File: src/rtl/param_read_pkg.sv
// Shared types and constants for the parameter read scheduler.
// Build option: define PARAM_READ_SCHED_TAG_EN to add the out_tag stream port.
package param_read_pkg;

  localparam int PARAM_W = 4;
  localparam int WIN_W   = 3;
  localparam int ADDR_W  = PARAM_W + WIN_W;

  // Requester identifiers; also used as the in-flight read tag and rr pointer.
  localparam logic REQ_SWEEP = 1'b0;
  localparam logic REQ_HOST  = 1'b1;

  typedef enum logic [2:0] {
    IDLE,
    WAIT,
    SWEEP,
    FLUSH,
    DONE
  } sweep_state_t;

endpackage

File: src/rtl/sched_fifo2.sv
// Two-entry synchronous FIFO used to buffer sweep read data.
// The caller guarantees no push when full and no pop when empty.
module sched_fifo2 #(
  parameter int W = 16
) (
  input  logic         pll_clk,
  input  logic         reset_n,
  input  logic         push,
  input  logic         pop,
  input  logic [W-1:0] din,
  output logic [W-1:0] dout,
  output logic [1:0]   count
);

  logic [W-1:0] entry_reg [2];
  logic         wr_ptr_reg;
  logic         rd_ptr_reg;

  // Storage, pointers and occupancy; push and pop together keep count unchanged
  always_ff @(posedge pll_clk or negedge reset_n) begin
    if (!reset_n) begin
      entry_reg[0] <= '0;
      entry_reg[1] <= '0;
      wr_ptr_reg   <= 1'b0;
      rd_ptr_reg   <= 1'b0;
      count        <= 2'd0;
    end else begin
      if (push) begin
        entry_reg[wr_ptr_reg] <= din;
        wr_ptr_reg            <= ~wr_ptr_reg;
      end
      if (pop) begin
        rd_ptr_reg <= ~rd_ptr_reg;
      end
      if (push && !pop) begin
        count <= count + 2'd1;
      end else if (pop && !push) begin
        count <= count - 2'd1;
      end
    end
  end

  assign dout = entry_reg[rd_ptr_reg];

endmodule

File: src/rtl/param_read_sched.sv
// Scheduler for the single hybd_top parameter read port. Shares the port
// between a settle-then-sweep engine (streamed out through a 2-entry FIFO)
// and a host random-access port, with round-robin arbitration.
// Build option: PARAM_READ_SCHED_TAG_EN adds out_tag ({param,window} per word).
module param_read_sched
  import param_read_pkg::*;
#(
  parameter int DATA_W     = 16,
  parameter int NUM_PARAM  = 16,
  parameter int NUM_WIN    = 6,
  parameter int SETTLE_CYC = 2000,
  parameter int CNT_W      = 16
) (
  input  logic              pll_clk,
  input  logic              reset_n,
  input  logic              test_done,
  input  logic              start,
  output logic              rd_req,
  output logic [ADDR_W-1:0] rd_addr,
  input  logic [DATA_W-1:0] rd_data,
  input  logic              host_req,
  input  logic [ADDR_W-1:0] host_addr,
  output logic              host_gnt,
  output logic              host_rvalid,
  output logic [DATA_W-1:0] host_rdata,
  output logic              host_err,
  output logic              out_valid,
  input  logic              out_ready,
  output logic [DATA_W-1:0] out_data,
`ifdef PARAM_READ_SCHED_TAG_EN
  output logic [ADDR_W-1:0] out_tag,
`endif
  output logic              busy,
  output logic              done
);

  localparam logic [PARAM_W-1:0] LAST_PARAM  = PARAM_W'(NUM_PARAM - 1);
  localparam logic [WIN_W-1:0]   LAST_WIN    = WIN_W'(NUM_WIN - 1);
  localparam logic [CNT_W-1:0]   SETTLE_LAST = CNT_W'(SETTLE_CYC - 1);

`ifdef PARAM_READ_SCHED_TAG_EN
  localparam int FIFO_W = DATA_W + ADDR_W;
`else
  localparam int FIFO_W = DATA_W;
`endif

  sweep_state_t       state_reg, state_next;
  logic [CNT_W-1:0]   settle_cnt_reg, settle_cnt_next;
  logic [PARAM_W-1:0] param_reg, param_next;
  logic [WIN_W-1:0]   win_reg, win_next;

  logic rd_vld_reg;        // a real read was issued last cycle
  logic rd_tag_reg;        // who owns that read
  logic host_pend_reg;     // host was granted last cycle
  logic host_bad_reg;      // ... with an out-of-range window
  logic rr_last_reg;       // last requester granted

  logic              sweep_inflight;
  logic              sweep_elig;
  logic              host_elig;
  logic              host_win_ok;
  logic              grant_host;
  logic              grant_sweep;
  logic [2:0]        occ;
  logic              fifo_push;
  logic              fifo_pop;
  logic [1:0]        fifo_count;
  logic [FIFO_W-1:0] fifo_din;
  logic [FIFO_W-1:0] fifo_dout;

  // A sweep slot is consumed from issue until the word leaves the FIFO;
  // a pop this cycle already frees its slot.
  assign sweep_inflight = rd_vld_reg && (rd_tag_reg == REQ_SWEEP);
  assign fifo_pop       = out_valid && out_ready;
  assign occ            = {1'b0, fifo_count} + {2'b00, sweep_inflight} - {2'b00, fifo_pop};
  assign sweep_elig     = (state_reg == SWEEP) && (occ < 3'd2);
  // Host is masked during reset so every output is quiet while reset_n is low.
  assign host_elig      = host_req && reset_n;
  assign host_win_ok    = host_addr[WIN_W-1:0] <= LAST_WIN;

  // Round robin: on a tie the requester not granted last wins
  assign grant_host  = host_elig && (!sweep_elig || (rr_last_reg == REQ_SWEEP));
  assign grant_sweep = sweep_elig && !grant_host;

  assign rd_req   = grant_sweep || (grant_host && host_win_ok);
  assign rd_addr  = grant_host  ? host_addr :
                    grant_sweep ? {param_reg, win_reg} : '0;
  assign host_gnt = grant_host;

  // Host response lines up with rd_data, one cycle after the grant
  assign host_rvalid = host_pend_reg;
  assign host_err    = host_pend_reg && host_bad_reg;
  assign host_rdata  = (host_pend_reg && !host_bad_reg) ? rd_data : '0;

  assign fifo_push = sweep_inflight;

`ifdef PARAM_READ_SCHED_TAG_EN
  logic [ADDR_W-1:0] rd_addr_q_reg;

  // Remember the issued address so the returning word can carry it
  always_ff @(posedge pll_clk or negedge reset_n) begin
    if (!reset_n) begin
      rd_addr_q_reg <= '0;
    end else begin
      rd_addr_q_reg <= rd_addr;
    end
  end

  assign fifo_din = {rd_addr_q_reg, rd_data};
  assign out_tag  = fifo_dout[FIFO_W-1:DATA_W];
`else
  assign fifo_din = rd_data;
`endif

  assign out_data  = fifo_dout[DATA_W-1:0];
  assign out_valid = (fifo_count != 2'd0);

  sched_fifo2 #(
    .W (FIFO_W)
  ) u_fifo (
    .pll_clk (pll_clk),
    .reset_n (reset_n),
    .push    (fifo_push),
    .pop     (fifo_pop),
    .din     (fifo_din),
    .dout    (fifo_dout),
    .count   (fifo_count)
  );

  // Sweep FSM state and sweep position registers
  always_ff @(posedge pll_clk or negedge reset_n) begin
    if (!reset_n) begin
      state_reg      <= IDLE;
      settle_cnt_reg <= '0;
      param_reg      <= '0;
      win_reg        <= '0;
    end else begin
      state_reg      <= state_next;
      settle_cnt_reg <= settle_cnt_next;
      param_reg      <= param_next;
      win_reg        <= win_next;
    end
  end

  // Issue bookkeeping: routing tag of the read in flight and rr pointer
  always_ff @(posedge pll_clk or negedge reset_n) begin
    if (!reset_n) begin
      rd_vld_reg    <= 1'b0;
      rd_tag_reg    <= REQ_SWEEP;
      host_pend_reg <= 1'b0;
      host_bad_reg  <= 1'b0;
      rr_last_reg   <= REQ_HOST;
    end else begin
      rd_vld_reg    <= rd_req;
      rd_tag_reg    <= grant_host ? REQ_HOST : REQ_SWEEP;
      host_pend_reg <= grant_host;
      host_bad_reg  <= grant_host && !host_win_ok;
      if (grant_host) begin
        rr_last_reg <= REQ_HOST;
      end else if (grant_sweep) begin
        rr_last_reg <= REQ_SWEEP;
      end
    end
  end

  // Next-state logic: settle wait, param-inner sweep walk, drain, done
  always_comb begin
    state_next      = state_reg;
    settle_cnt_next = settle_cnt_reg;
    param_next      = param_reg;
    win_next        = win_reg;
    busy            = 1'b0;
    done            = 1'b0;
    case (state_reg)
      IDLE: begin
        if (start) begin
          state_next      = WAIT;
          settle_cnt_next = '0;
        end
      end
      WAIT: begin
        busy = 1'b1;
        if (test_done) begin
          if (settle_cnt_reg == SETTLE_LAST) begin
            state_next = SWEEP;
            param_next = '0;
            win_next   = '0;
          end else begin
            settle_cnt_next = settle_cnt_reg + 1'b1;
          end
        end
      end
      SWEEP: begin
        busy = 1'b1;
        if (grant_sweep) begin
          if (param_reg == LAST_PARAM) begin
            param_next = '0;
            if (win_reg == LAST_WIN) begin
              state_next = FLUSH;
            end else begin
              win_next = win_reg + 1'b1;
            end
          end else begin
            param_next = param_reg + 1'b1;
          end
        end
      end
      FLUSH: begin
        busy = 1'b1;
        if (!sweep_inflight && (fifo_count == 2'd0 || (fifo_count == 2'd1 && fifo_pop))) begin
          state_next = DONE;
        end
      end
      DONE: begin
        done = 1'b1;
        if (start) begin
          state_next      = WAIT;
          settle_cnt_next = '0;
          param_next      = '0;
          win_next        = '0;
        end
      end
      default: begin
        state_next = IDLE;
      end
    endcase
  end

endmodule

File: config.mk
export PLATFORM = sky130hd
export DESIGN_NAME = param_read_sched
export DESIGN_NICKNAME = d
export VERILOG_FILES = /design/src/rtl/param_read_pkg.sv /design/src/rtl/sched_fifo2.sv /design/src/rtl/param_read_sched.sv
export SDC_FILE = /design/constraint.sdc
export NUM_CORES = 1
export LEC_CHECK = 0
export ABC_AREA = 1
export CORE_MARGIN = 4
export CORE_UTILIZATION = 30
export DETAILED_ROUTE_END_ITERATION = 8
export GPL_TIMING_DRIVEN = 0
export HOLD_SLACK_MARGIN = 0.05
export PLACE_DENSITY = 0.62
export SLEW_MARGIN = 30
export SYNTH_ARGS = -nofsm -noshare
export SYNTH_HDL_FRONTEND = slang
export SYNTH_SLANG_ARGS = --single-unit
File: constraint.sdc
create_clock -name pll_clk -period 6.8 [get_ports pll_clk]
set_input_delay 0.68 -clock pll_clk [delete_from_list [all_inputs] [get_ports pll_clk]]
set_output_delay 0.68 -clock pll_clk [all_outputs]
set_load 0.02 [all_outputs]
==> summary by stage, run 1 <==
Outcome
The flow ran to the end, and the final reports show no timing, DRC or antenna violations.

Finish
The final layout net count is about 630. The number of fillers in the final layout is approximately 1.2k. The fraction of final layout cells sized beyond drive strength 1 is about a tenth.

At the end of the flow the core is filled with cells to 41.99%. Compared with the post-synthesis result, the final layout area differs by 34.82%. The number of flip-flops in the largest register is 32. The antenna cell count is 0. The cell area after layout is roughly 5100 um2.

Placement
Prior to clock tree synthesis, the placed netlist has a worst setup slack of approximately 2.4 ns. The HPWL after detailed placement is around 7100 um. The placed instances occupy a cell area of about 4800 um2. In this run the tool buffered the top-level ports with 74 buffer cells. At the end of routability-driven placement, the weighted congestion stood at 0.8315.

Timing
Setup violations remaining at the end of the flow were counted as 0. The hold violation count in the final report is 0. Setup repair after global routing left no endpoint under its margin.

Dividing the final minimum period by the clock period gives 64.71%. The worst pin sits at a relative slew slack of a little under two thirds. The largest clock skew in the final design is about 0.0061 ns. The slew at the pin closest to its max-slew limit is roughly 0.54 ns.

The minimum period implied by the final worst setup slack is 4.401 ns. The minimum setup slack in the final design is between 2 and 2.5 ns. The tightest hold margin is ~0.27 ns. For this run, the top clock speed supported by timing is around 230 MHz.

The max-slew violation total from the final report came to 0. Summed over all failing endpoints, the final setup total negative slack is 0 ns.

Floorplan
The initial standard-cell utilization of the core is between 30 and 40%. The total number of placement rows is 40. The die area is 14490 um2. The die boundary height is roughly 120 um. In this run the horizontal extent of the chip is between 100 and 150 um. The boundary pin count is 75. The core area is between 10000 and 15000 um2.

Routing
In the routed layout, each cell is associated on average with a via count of between 4 and 5. The number of iterations in the first detailed-routing pass is 4. In this run the remaining antenna-violating nets after routing total 0.

The initial DRC count is 212. Dividing the detail-routed wire length by the instance count gives 12.30 um. For this run, design rule violations remaining after detail routing come to 0. The final wirelength is approximately 9400 um. Across all layers, the routed design uses between 3k and 4k vias.

GRT
The total overflow left after global routing is 0. The first global-routing pass estimated between 15000 and 20000 um of wire. The number of antenna violations at the first check in global routing came to 0. The largest net degree at the start of global routing is roughly 40. The via count of the first global-routing pass is ~3.3k. For this run, the total global-route usage over all layers was measured as a little over an eighth.

Power
The maximum vdd ir drop is about 180 uV. The leakage component of the power is about 2.4 nW. Power spread over the standard cell area amounts to 428.5 nW/um2.

Critical path
The worst setup path is captured at a primary output. Of all nets on the critical path, the largest fanout is 10. STA classifies the critical path startpoint as an input port. Tracing the worst setup path back leads to its startpoint at out_ready. The source of the worst register-to-register timing path is u_fifo.count[1].

The signal on the critical path passes through clkdlybuf4s50_1, nand2_1, inv_1, ha_1, or2_2, fa_1, a21boi_1, nand3_1, nand2_1, inv_2, nand2_1, o21ai_0, clkdlybuf4s50_1. In this design, the stage delay of the slowest critical-path cell is between 0.5 and 0.6 ns. The critical path is of the input port to primary output type. By instance count, the cell type seen most on the critical path is sky130_fd_sc_hd__nand2_1. The required time of the critical path is roughly 6.1 ns. At the worst endpoint, the arrival time is 3.72 ns. The cell type of the slowest stage on the worst timing path is sky130_fd_sc_hd__clkdlybuf4s50_1.

Counting cells, the worst reg-to-reg path comes to 14.

Clock tree
After clock tree synthesis, the clock-pin slew on the worst setup and hold paths is 0.06 ns. TritonCTS created 9 clock buffers. For the worst-skew pair, the clock arrives at the later sink with an insertion delay of roughly 0.32 ns. The number of cells upsized or downsized after cts is 0. TritonCTS built the clock tree. The H-tree generated during clock tree synthesis spans 3 levels. Buffers added to address setup during post-CTS repair amount to 0. For this design, the sink count on the clock tree is 66. The longest clock path from root to sink contains 2 buffers. CTS placed an instance of sky130_fd_sc_hd__clkbuf_16 at the clock tree root.

The total of hold buffers inserted after clock tree synthesis is 0.

Synth
After technology mapping, the gate count stands at 508. The mapped netlist covers between 3000 and 4000 um2. A synthesized cell averages around 7.5 um2. The number of warnings issued by yosys is 0. The net count after synthesis is approximately 550.

Synthesis inferred 66 register bits. The count of different cell masters after synthesis is 35. The sequential element share of the synthesized area is a little over two fifths.

Worst hold path
The worst min-delay path category is input port to async pin.

Run
The max-capacitance violation count is 0.
[worst max-delay path: cells and delay by family]
| family | cells | cell delay, ns |
|---|---|---|
| AOI/OAI and AO/OA | 2 | 0.36 |
| adders and majority gates | 2 | 0.76 |
| buffers and inverters | 4 | 1.15 |
| and+or+nand+nor | 5 | 0.75 |
[placed cells by master (no fill, tap or decap), types with 8 or more instances in the layout]
master,Yosys,final
sky130_fd_sc_hd__o21ai_0,45,45
sky130_fd_sc_hd__clkdlybuf4s50_1,0,73
sky130_fd_sc_hd__inv_1,51,51
sky130_fd_sc_hd__nand4_1,12,12
sky130_fd_sc_hd__clkbuf_16,0,9
sky130_fd_sc_hd__nor2_1,45,45
sky130_fd_sc_hd__o21ai_1,11,11
sky130_fd_sc_hd__dfrtp_1,65,65
sky130_fd_sc_hd__nand3_1,22,22
sky130_fd_sc_hd__ha_1,8,8
sky130_fd_sc_hd__nand2_1,179,179
sky130_fd_sc_hd__clkbuf_1,11,11
[metal layers]
metal / GRT usage (%) / share of wire [%] / vias up
li1: - / - / 1779
met4: 3.399 / 0.79 / 0
met5: 0 / 0 / -
met1: 16.49 / 46 / 1575
met3: 3.227 / 4.9 / 6
met2: 23.12 / 48 / 78
[through the flow]
step	instances	total power [mW]
after CTS	767	2.213
after detailed placement	751	1.663
after floorplan	508	1.284
after global placement	750	1.635
after global routing	767	2.347
final	767	2.188
[Yosys cell counts (all sizes together)]
cell type / n / area (um2)
o21ai: 59 / 306.5
nand2: 187 / 741.9
a21boi: 2 / 26.28
ha: 8 / 100.1
nor2: 52 / 227.7
clkbuf: 11 / 41.29
dfrtp: 65 / 1627
clkinv: 1 / 3.750
inv: 55 / 209.0
dfstp: 1 / 26.28
o21bai: 1 / 7.510
xnor2: 3 / 26.28
fa: 1 / 20.02
nor3: 4 / 20.02
o211ai: 1 / 21.27
a21oi: 3 / 37.53
buf: 4 / 31.27
nor2b: 1 / 6.260
nand3: 25 / 140.1
xor2: 7 / 61.31
or2: 5 / 31.28
nand4: 12 / 75.07
[where the power goes]
group | switching, mW | internal (mW) | total (mW)
Sequential | 0.0888 | 0.531 | 0.620
Clock | 0.170 | 0.368 | 0.538
Combinational | 0.628 | 0.402 | 1.03
[logic make-up after synthesis]
| family | synth area share [%] |
|---|---|
| and+or+nand+nor | 32.80 |
| xor gates and xnor gates | 2.313 |
| DFF | 43.64 |
| buffers and inverters | 7.532 |
| adders and majority gates | 3.172 |
| AOI/OAI and AO/OA | 10.54 |
[cell type report]
| cell class | count | area, um2 | share of cell area, % |
|---|---|---|---|
| Inverter | 56 | 212.7 | 4.166 |
| Tap cell | 168 | 210.2 | 4.117 |
| Sequential cell | 66 | 1653 | 32.37 |
| Timing Repair Buffer | 75 | 758.2 | 14.85 |
| Clock inverter | 6 | 111.4 | 2.181 |
| Buffer | 15 | 72.57 | 1.421 |
| Multi-Input combinational cell | 371 | 1849 | 36.22 |
| Clock buffer | 10 | 239.0 | 4.680 |
[path summary, 6_finish.rpt]
kind	end	slack (ns)
worst max-delay path	rd_addr[1]	2.40
worst min-delay path	u_fifo.entry_reg[26]	0.27
worst max register to register	param_reg[2]	3.80
worst min register to register	u_fifo.entry_reg[17]	0.48
max in group asynchronous	rr_last_reg	5.92
min in group pll_clk	u_fifo.entry_reg[17]	0.48
(Power assumes the default switching activity.)
==> run 2, diff against run 1 <==
--- a/config.mk
+++ b/config.mk
@@ -11,7 +11,7 @@
 export DETAILED_ROUTE_END_ITERATION = 8
 export GPL_TIMING_DRIVEN = 0
 export HOLD_SLACK_MARGIN = 0.05
-export PLACE_DENSITY = 0.62
+export PLACE_DENSITY = 0.64
 export SLEW_MARGIN = 30
 export SYNTH_ARGS = -nofsm -noshare
 export SYNTH_HDL_FRONTEND = slang
==> constraint.sdc (replaced) <==
create_clock -name pll_clk -period 3.98 [get_ports pll_clk]
set_input_delay 0.398 -clock pll_clk [delete_from_list [all_inputs] [get_ports pll_clk]]
set_output_delay 0.398 -clock pll_clk [all_outputs]
set_load 0.02 [all_outputs]
==> run 2 against run 1 <==
  * Power rose by 67%
  * Critical path depth rose by 2
  * Combinational power grew 71%
  * Global-route usage rose by 0.56 points
  * Largest power group unchanged
  * Via count rose by 2.7%
  * Sequential cell count unchanged
  * Highest routed layer unchanged
  * Non-clock buffer count grew 1
  * Clock skew decreased by 0.00078 ns
  * Routed wire length down 0.97%
  * Register-to-register slack lost 2.7 ns
  * Sequential power increased by 71%
  * Hold slack improved by 0.21 ns
==> summary by stage, run 2 (same netlist as run 1, synthesis figures left out) <==
Timing
The hold violation count in the final report is 0 (unchanged). The largest clock skew in the final design was 0.005324 ns (-0.0007802 ns). Based on the critical path, the design can be clocked at up to 270.3 MHz. The max-slew headroom at the worst pin is 61.74% (-2.1 points).

The slew at the pin closest to its max-slew limit is 0.5739 ns (+0.03214 ns). The part of the cycle the worst path needs is around 93%. The number of failing setup endpoints in the final timing report is 0 (unchanged). Counting I/O delays and the setup requirement, the final critical path takes about 3.7 ns. Setup repair after global routing left no endpoint under its margin. The total negative setup slack is 0 ns (unchanged). The tightest hold margin is 0.4832 ns (+0.2105 ns). The max-slew violation total from the final report came to 0 (unchanged).

Routing
Routed signal wires occupy layers up through met4. The met1 layer wirelength in the final routing came to 4178 um (-3.6%). The number of iterations in the first detailed-routing pass is 5 (+1). The routed length on met3 came to 705 um (+51%). The initial DRC count is 316 (+49%). The DRC violations left came to 0 (unchanged). The final wirelength came to 9344 um (-0.97%). The detail-routed via count per cell is 4.596 (+2.5%). The routed via count is 3530 (+2.7%). The detailed route wirelength on metal2 came to 4414 um (-3.2%). The wire length per cell is 12.17 um (-1.1%). The residual antenna-violating net count after detailed routing is 0 (unchanged).

Finish
The top cell types in the final layout, fill and taps aside, are 179 x sky130_fd_sc_hd__nand2_1, 64 x sky130_fd_sc_hd__dfrtp_1, 64 x sky130_fd_sc_hd__clkdlybuf4s50_1. The fraction of final layout cells sized beyond drive strength 1 is 9.333% (-0.016 points). The number of flip-flops in the largest register is 32 (unchanged). The antenna cell count is 0 (unchanged).

Leaving out fill and tap cells, the most frequent cell in the layout is sky130_fd_sc_hd__nand2_1. The layout-stage area growth over the synthesis result is 34.39%. The final layout net count is 633 (+0.16%).

Critical path
The required time of the critical path is 3.58 ns (-2.54 ns). The largest individual stage delay along the critical path comes from the cell sky130_fd_sc_hd__fa_1. STA classifies the critical path endpoint as a primary output. The worst register-to-register path ends at win_reg[2]. The biggest cell delay along the critical path is 0.48 ns (-0.08 ns). The arrival time of the worst setup path is 3.30 ns (-0.42 ns). The number of cells on the critical path came to 15 (+2). The source of the worst register-to-register timing path is u_fifo.count[1].

The setup path with the least slack is of type flop to primary output. The start point of the critical path is u_fifo.count[1]. The category of cells accounting for the largest share of critical-path delay is adder cells. The worst-case register-to-register setup slack was 1.11 ns (-2.69 ns). The count of cells along the worst register-to-register path is 14 (unchanged). Walking the worst path, the cells encountered are inv_1, ha_1, inv_1, nand2_1, inv_1, ha_1, or2_2, fa_1, a21boi_2, nand3_1, nand2_1, inv_2, nand2_1, o21ai_0, dlygate4sd2_1.

The highest net fanout along the worst path is 10 (unchanged). The number of buffer and inverter instances along the worst setup path is 5 (+1). The worst setup path is launched from a flop.

Worst hold path
For hold timing, the worst endpoint is u_fifo.entry_reg[24]. The worst hold path begins at u_fifo.entry_reg[24]. The number of cells traversed by the worst hold path is 2.

The min-delay analysis places its worst path in the category flop to flop.

Placement
The HPWL after detailed placement is 6967 um (-1.4%). The count of input and output buffers came to 74 (unchanged). The routability-driven placement congestion ratio is 0.8588 (+3.3%).

Run
The max-capacitance violation count was 0 (unchanged).

Power
The power per cell area is 717.4 nW/um2 (+67%). The leakage component of the power is 2.442 nW (+2.5%). The maximum vdd ir drop is 261.6 uV (+43%).

Clock tree
The clock-pin slew reported for the worst setup and hold paths after clock tree synthesis was 0.05 ns (about the same). The number of buffers on the longest clock path is 2 (unchanged). CTS placed an instance of sky130_fd_sc_hd__clkbuf_16 at the clock tree root. The CTS tree is built. The maximum level of the CTS H-tree is 3 (unchanged). The count of clock tree sinks is 66 (unchanged). The clock buffer count from CTS is 9 (unchanged).

The insertion delay of the later-clocked pin in the worst-skew pair is 0.33 ns (about the same).

GRT
The number of antenna violations at the first check in global routing is 0 (unchanged). The via count of the first global-routing pass is 3462 (+4.2%). The largest net degree at the start of global routing is 47 (+15%). The global-route wire length before repair is 16550 um (+5.8%).

The all-layer global routing usage was 13.84% (+0.56 points). The aggregate global routing overflow is 0 (unchanged).

Floorplan
The core area came to 12160 um2 (unchanged). The total number of placement rows came to 40 (unchanged). The boundary pin count is 75 (unchanged).

The x dimension of the die is 120.4 um (unchanged). The die area was 14490 um2 (unchanged). The initial standard-cell utilization of the core is 31.14% (unchanged). The die boundary height came to 120.4 um (unchanged).

Outcome
The run finished with clean final reports.
[run 2: area by class of cell]
cell class	count	area (um2)
fill	1208	7072
sequential	66	1654
clock buffer	11	232.7
timing repair buffer	76	775.7
tap	168	210.2
clock inverter	5	78.83
inverter	56	212.7
multi-input combinational	371	1853
buffer	15	72.57
[run 2: through the flow]
stage	util [%]	total power, mW	std cells	area [um2]	setup WS [ns]
finish	41.85	3.651	768	5090	0.2799
global route	41.85	3.955	768	5090	0.004757
CTS	41.78	3.693	768	5081	0.002524
detailed placement	39.17	2.843	751	4763	0.1398
global placement	38.96	2.791	750	4738	-1.035
floorplan	-	2.194	508	3787	0.6495
[run 2: tightest hold or removal path, stage by stage (launching register included)]
cell                      delay (ns)
sky130_fd_sc_hd__dfrtp_1        0.34
sky130_fd_sc_hd__nand2_1        0.05
sky130_fd_sc_hd__o21ai_0        0.05
[run 2: power by group]
group          internal, mW  leakage [nW]  switching [mW]
Clock                 0.547         0.153           0.278
Sequential            0.909         0.844           0.153
Combinational         0.686          1.44            1.08
[run 2: layer usage]
metal / vias to the layer above / track usage (%)
li1: 1770 / -
met1: 1661 / 16.96
met2: 94 / 22.88
met3: 5 / 4.911
met4: 0 / 4.249
met5: - / 0
[run 2: what timing repair did]
item / 4_1_cts / 5_1_grt
resized for setup: 7 / 4
hold buffers: 1 / 0
hold endpoints to repair: 21 / 0
buffers inserted: 0 / 0
endpoints found under the setup margin: 8 / 6
[run 2: worst max path at each step]
| stage | to | slack [ns] |
|---|---|---|
| CTS | rd_addr[6] | 0.003 |
| global placement | rd_addr[1] | -1.04 |
| detailed placement | rd_addr[1] | 0.14 |
| finish | rd_addr[1] | 0.28 |
| floorplan | rd_addr[0] | 0.65 |
| global route | rd_addr[4] | 0.005 |
==> run 3, diff against run 2 <==
--- a/config.mk
+++ b/config.mk
@@ -6,12 +6,15 @@
 export NUM_CORES = 1
 export LEC_CHECK = 0
 export ABC_AREA = 1
+export CELL_PAD_IN_SITES_DETAIL_PLACEMENT = 0
+export CELL_PAD_IN_SITES_GLOBAL_PLACEMENT = 2
 export CORE_MARGIN = 4
-export CORE_UTILIZATION = 30
+export CORE_UTILIZATION = 26
+export CTS_CLUSTER_SIZE = 14
 export DETAILED_ROUTE_END_ITERATION = 8
 export GPL_TIMING_DRIVEN = 0
 export HOLD_SLACK_MARGIN = 0.05
-export PLACE_DENSITY = 0.64
+export PLACE_DENSITY = 0.86
 export SLEW_MARGIN = 30
 export SYNTH_ARGS = -nofsm -noshare
 export SYNTH_HDL_FRONTEND = slang
==> run 3 against run 2 <==
  * Maximum frequency fell by 0.60%
  * Clock power rose by 4.7%
  * Via count fell by 1.2%
  * Core utilization fell by 5.6 points
  * Routed wire length rose by 6.9%
  * Final area rose by 0.32%
  * Largest power group unchanged
  * Highest routed layer unchanged
==> summary by stage, run 3 (same netlist as run 1, synthesis figures left out) <==
Timing
The max-slew headroom at the worst pin is 59.30% (-2.4 points). The number of failing setup endpoints in the final timing report was 0 (unchanged). The minimum period implied by the final worst setup slack is 3.722 ns (+0.02225 ns). The largest clock skew in the final design is 0.006052 ns (+0.0007285 ns). The hold violation count in the final report is 0 (unchanged). The slew at the pin closest to its max-slew limit was 0.6104 ns (+0.03653 ns).

The minimum setup slack in the final design is 0.2577 ns (-0.02226 ns). The part of the cycle the worst path needs is 93.53% (+0.56 points). The max-slew violation total from the final report is 0 (unchanged). Setup repair after global routing could not meet its margin everywhere. The total negative setup slack was 0 ns (unchanged). The fmax is 268.6 MHz (-0.60%).

GRT
The aggregate global routing overflow is 0 (unchanged). The number of antenna violations at the first check in global routing is 0 (unchanged). The via count of the first global-routing pass was 3442 (-0.58%). The largest net degree at the start of global routing was 37 (-21%).

The all-layer global routing usage came to 12.57% (-1.3 points). The global-route wire length before repair is 16680 um (+0.75%).

Critical path
The required time of the critical path came to 3.58 ns (about the same). The class of the most critical setup path is flop to primary output. The arrival time of the worst setup path is 3.32 ns (+0.02 ns). The count of cells along the worst register-to-register path came to 14 (unchanged). The worst setup path is captured at a primary output. The worst setup path is launched from a flop. The highest net fanout along the worst path was 10 (unchanged).

Routing
The final wirelength is 9988 um (+6.9%). The initial DRC count is 228 (-28%). The wire length per cell is 12.81 um (+5.2%). The number of iterations in the first detailed-routing pass is 5 (unchanged). The detail-routed via count per cell is 4.473 (-2.7%). The residual antenna-violating net count after detailed routing was 0 (unchanged). The DRC violations left was 0 (unchanged). The routed via count is 3489 (-1.2%).

Worst hold path
The number of cells traversed by the worst hold path is 2 (unchanged). The min-delay analysis places its worst path in the category flop to flop.

Clock tree
TritonCTS built the clock tree. The clock-pin slew reported for the worst setup and hold paths after clock tree synthesis is 0.05 ns (about the same). The insertion delay of the later-clocked pin in the worst-skew pair is 0.33 ns (about the same). The number of post-CTS setup repair buffers is 0 (unchanged). The clock buffer count from CTS was 9 (unchanged). The number of buffers on the longest clock path is 2 (unchanged). The maximum level of the CTS H-tree came to 3 (unchanged).

The clock tree root driver cell is sky130_fd_sc_hd__clkbuf_16. The count of clock tree sinks is 66 (unchanged).

Finish
The fraction of final layout cells sized beyond drive strength 1 is 9.667% (+0.33 points). The area of the multi-input gates is 1853 um2 (unchanged). The cell area after layout is 5106 um2 (+0.32%).

The layout-stage area growth over the synthesis result is 34.82%. The register area is 1654 um2 (unchanged). The most common cell after layout, fill and taps aside is sky130_fd_sc_hd__nand2_1. The library cells used most frequently in the layout, excluding fill and tap cells, are 179 x sky130_fd_sc_hd__nand2_1, 64 x sky130_fd_sc_hd__dfrtp_1, 64 x sky130_fd_sc_hd__clkdlybuf4s50_1.

The antenna cell count is 0 (unchanged). The number of fillers in the final layout is 1479 (+22%). The number of flip-flops in the largest register is 32 (unchanged). The final layout net count is 633 (unchanged). The count of non-filler cells in the finished layout is 780 (+1.6%).

Power
The leakage component of the power is 2.416 nW (-1.0%). The maximum vdd ir drop is 377.5 uV (+44%). The power per cell area is 723.8 nW/um2 (+0.89%).

Placement
The placed instance count was 763 (+1.6%). The HPWL after detailed placement is 7377 um (+5.9%). The pre-CTS setup slack is 0.1310 ns (-0.008823 ns). The instance area after placement is 4771 um2 (+0.16%). The count of input and output buffers came to 74 (unchanged). The routability-driven placement congestion ratio is 0.7899 (-8.0%).

Floorplan
The core area was 14100 um2 (+16%). The total number of placement rows is 43 (+7.5%). The boundary pin count was 75 (unchanged). The x dimension of the die is 128.7 um (+6.9%). The initial standard-cell utilization of the core was 26.87% (-4.3 points).

The die area is 16560 um2 (+14%). The die boundary height is 128.7 um (+6.9%).

Outcome
The flow ran to the end, and the final reports show no timing, DRC or antenna violations.

Run
The max-capacitance violation count is 0 (unchanged).
[run 3: path summary, 6_finish.rpt]
kind                                            from                    to  slack [ns]
worst max-delay path                 u_fifo.count[1]            rd_addr[3]        0.26
worst min-delay path            u_fifo.entry_reg[16]  u_fifo.entry_reg[16]        0.48
min in group asynchronous                    reset_n  u_fifo.entry_reg[22]        0.56
worst max register to register       u_fifo.count[1]          param_reg[3]        1.10
worst min register to register  u_fifo.entry_reg[16]  u_fifo.entry_reg[16]        0.48
max in group asynchronous                    reset_n       u_fifo.count[1]        2.87
[run 3: layer usage]
layer	track usage, %	wire length [um]	vias to the layer above
met5	0	0	-
met4	4.756	215	0
met3	3.694	789	16
met2	19.79	4532	94
met1	16.32	4450	1602
li1	-	-	1777
[run 3: through the flow]
stage / power, mW / hold WS [ns] / util, %
global placement: 2.832 / 0.4662 / 33.72
CTS: 3.751 / 0.4869 / 36.20
finish: 3.696 / 0.4832 / 36.22
detailed placement: 2.870 / 0.3675 / 33.85
floorplan: 2.194 / 0.1024 / -
global route: 3.996 / 0.5027 / 36.22
[run 3: power breakdown]
part           switching (mW)  internal [mW]
clock network           0.298          0.566
logic                    1.08          0.683
registers               0.155          0.909
[run 3: cell type report]
class	count	area share, %
multi-input combinational	371	36.29
sequential	66	32.39
timing repair buffer	76	14.90
clock buffer	10	4.680
tap	180	4.411
inverter	56	4.166
clock inverter	6	1.740
buffer	15	1.421
[run 3: critical path, stage by stage, from the launching register on]
cell and delay [ns]:
sky130_fd_sc_hd__dfrtp_2 0.44, sky130_fd_sc_hd__inv_1 0.09, sky130_fd_sc_hd__ha_1 0.16, sky130_fd_sc_hd__inv_1 0.06, sky130_fd_sc_hd__nand2_1 0.11, sky130_fd_sc_hd__inv_1 0.06
sky130_fd_sc_hd__ha_1 0.28, sky130_fd_sc_hd__or2_2 0.30, sky130_fd_sc_hd__fa_1 0.49, sky130_fd_sc_hd__a21boi_2 0.23, sky130_fd_sc_hd__nand3_1 0.12, sky130_fd_sc_hd__nand2_1 0.10
sky130_fd_sc_hd__inv_2 0.09, sky130_fd_sc_hd__nand2_1 0.07, sky130_fd_sc_hd__o21ai_0 0.07, sky130_fd_sc_hd__dlygate4sd2_1 0.34
[run 3: what timing repair did]
item	CTS	global route
gates resized for setup	9	2
endpoints found under the hold margin	29	0
hold buffers	1	0
endpoints found under the setup margin	8	9
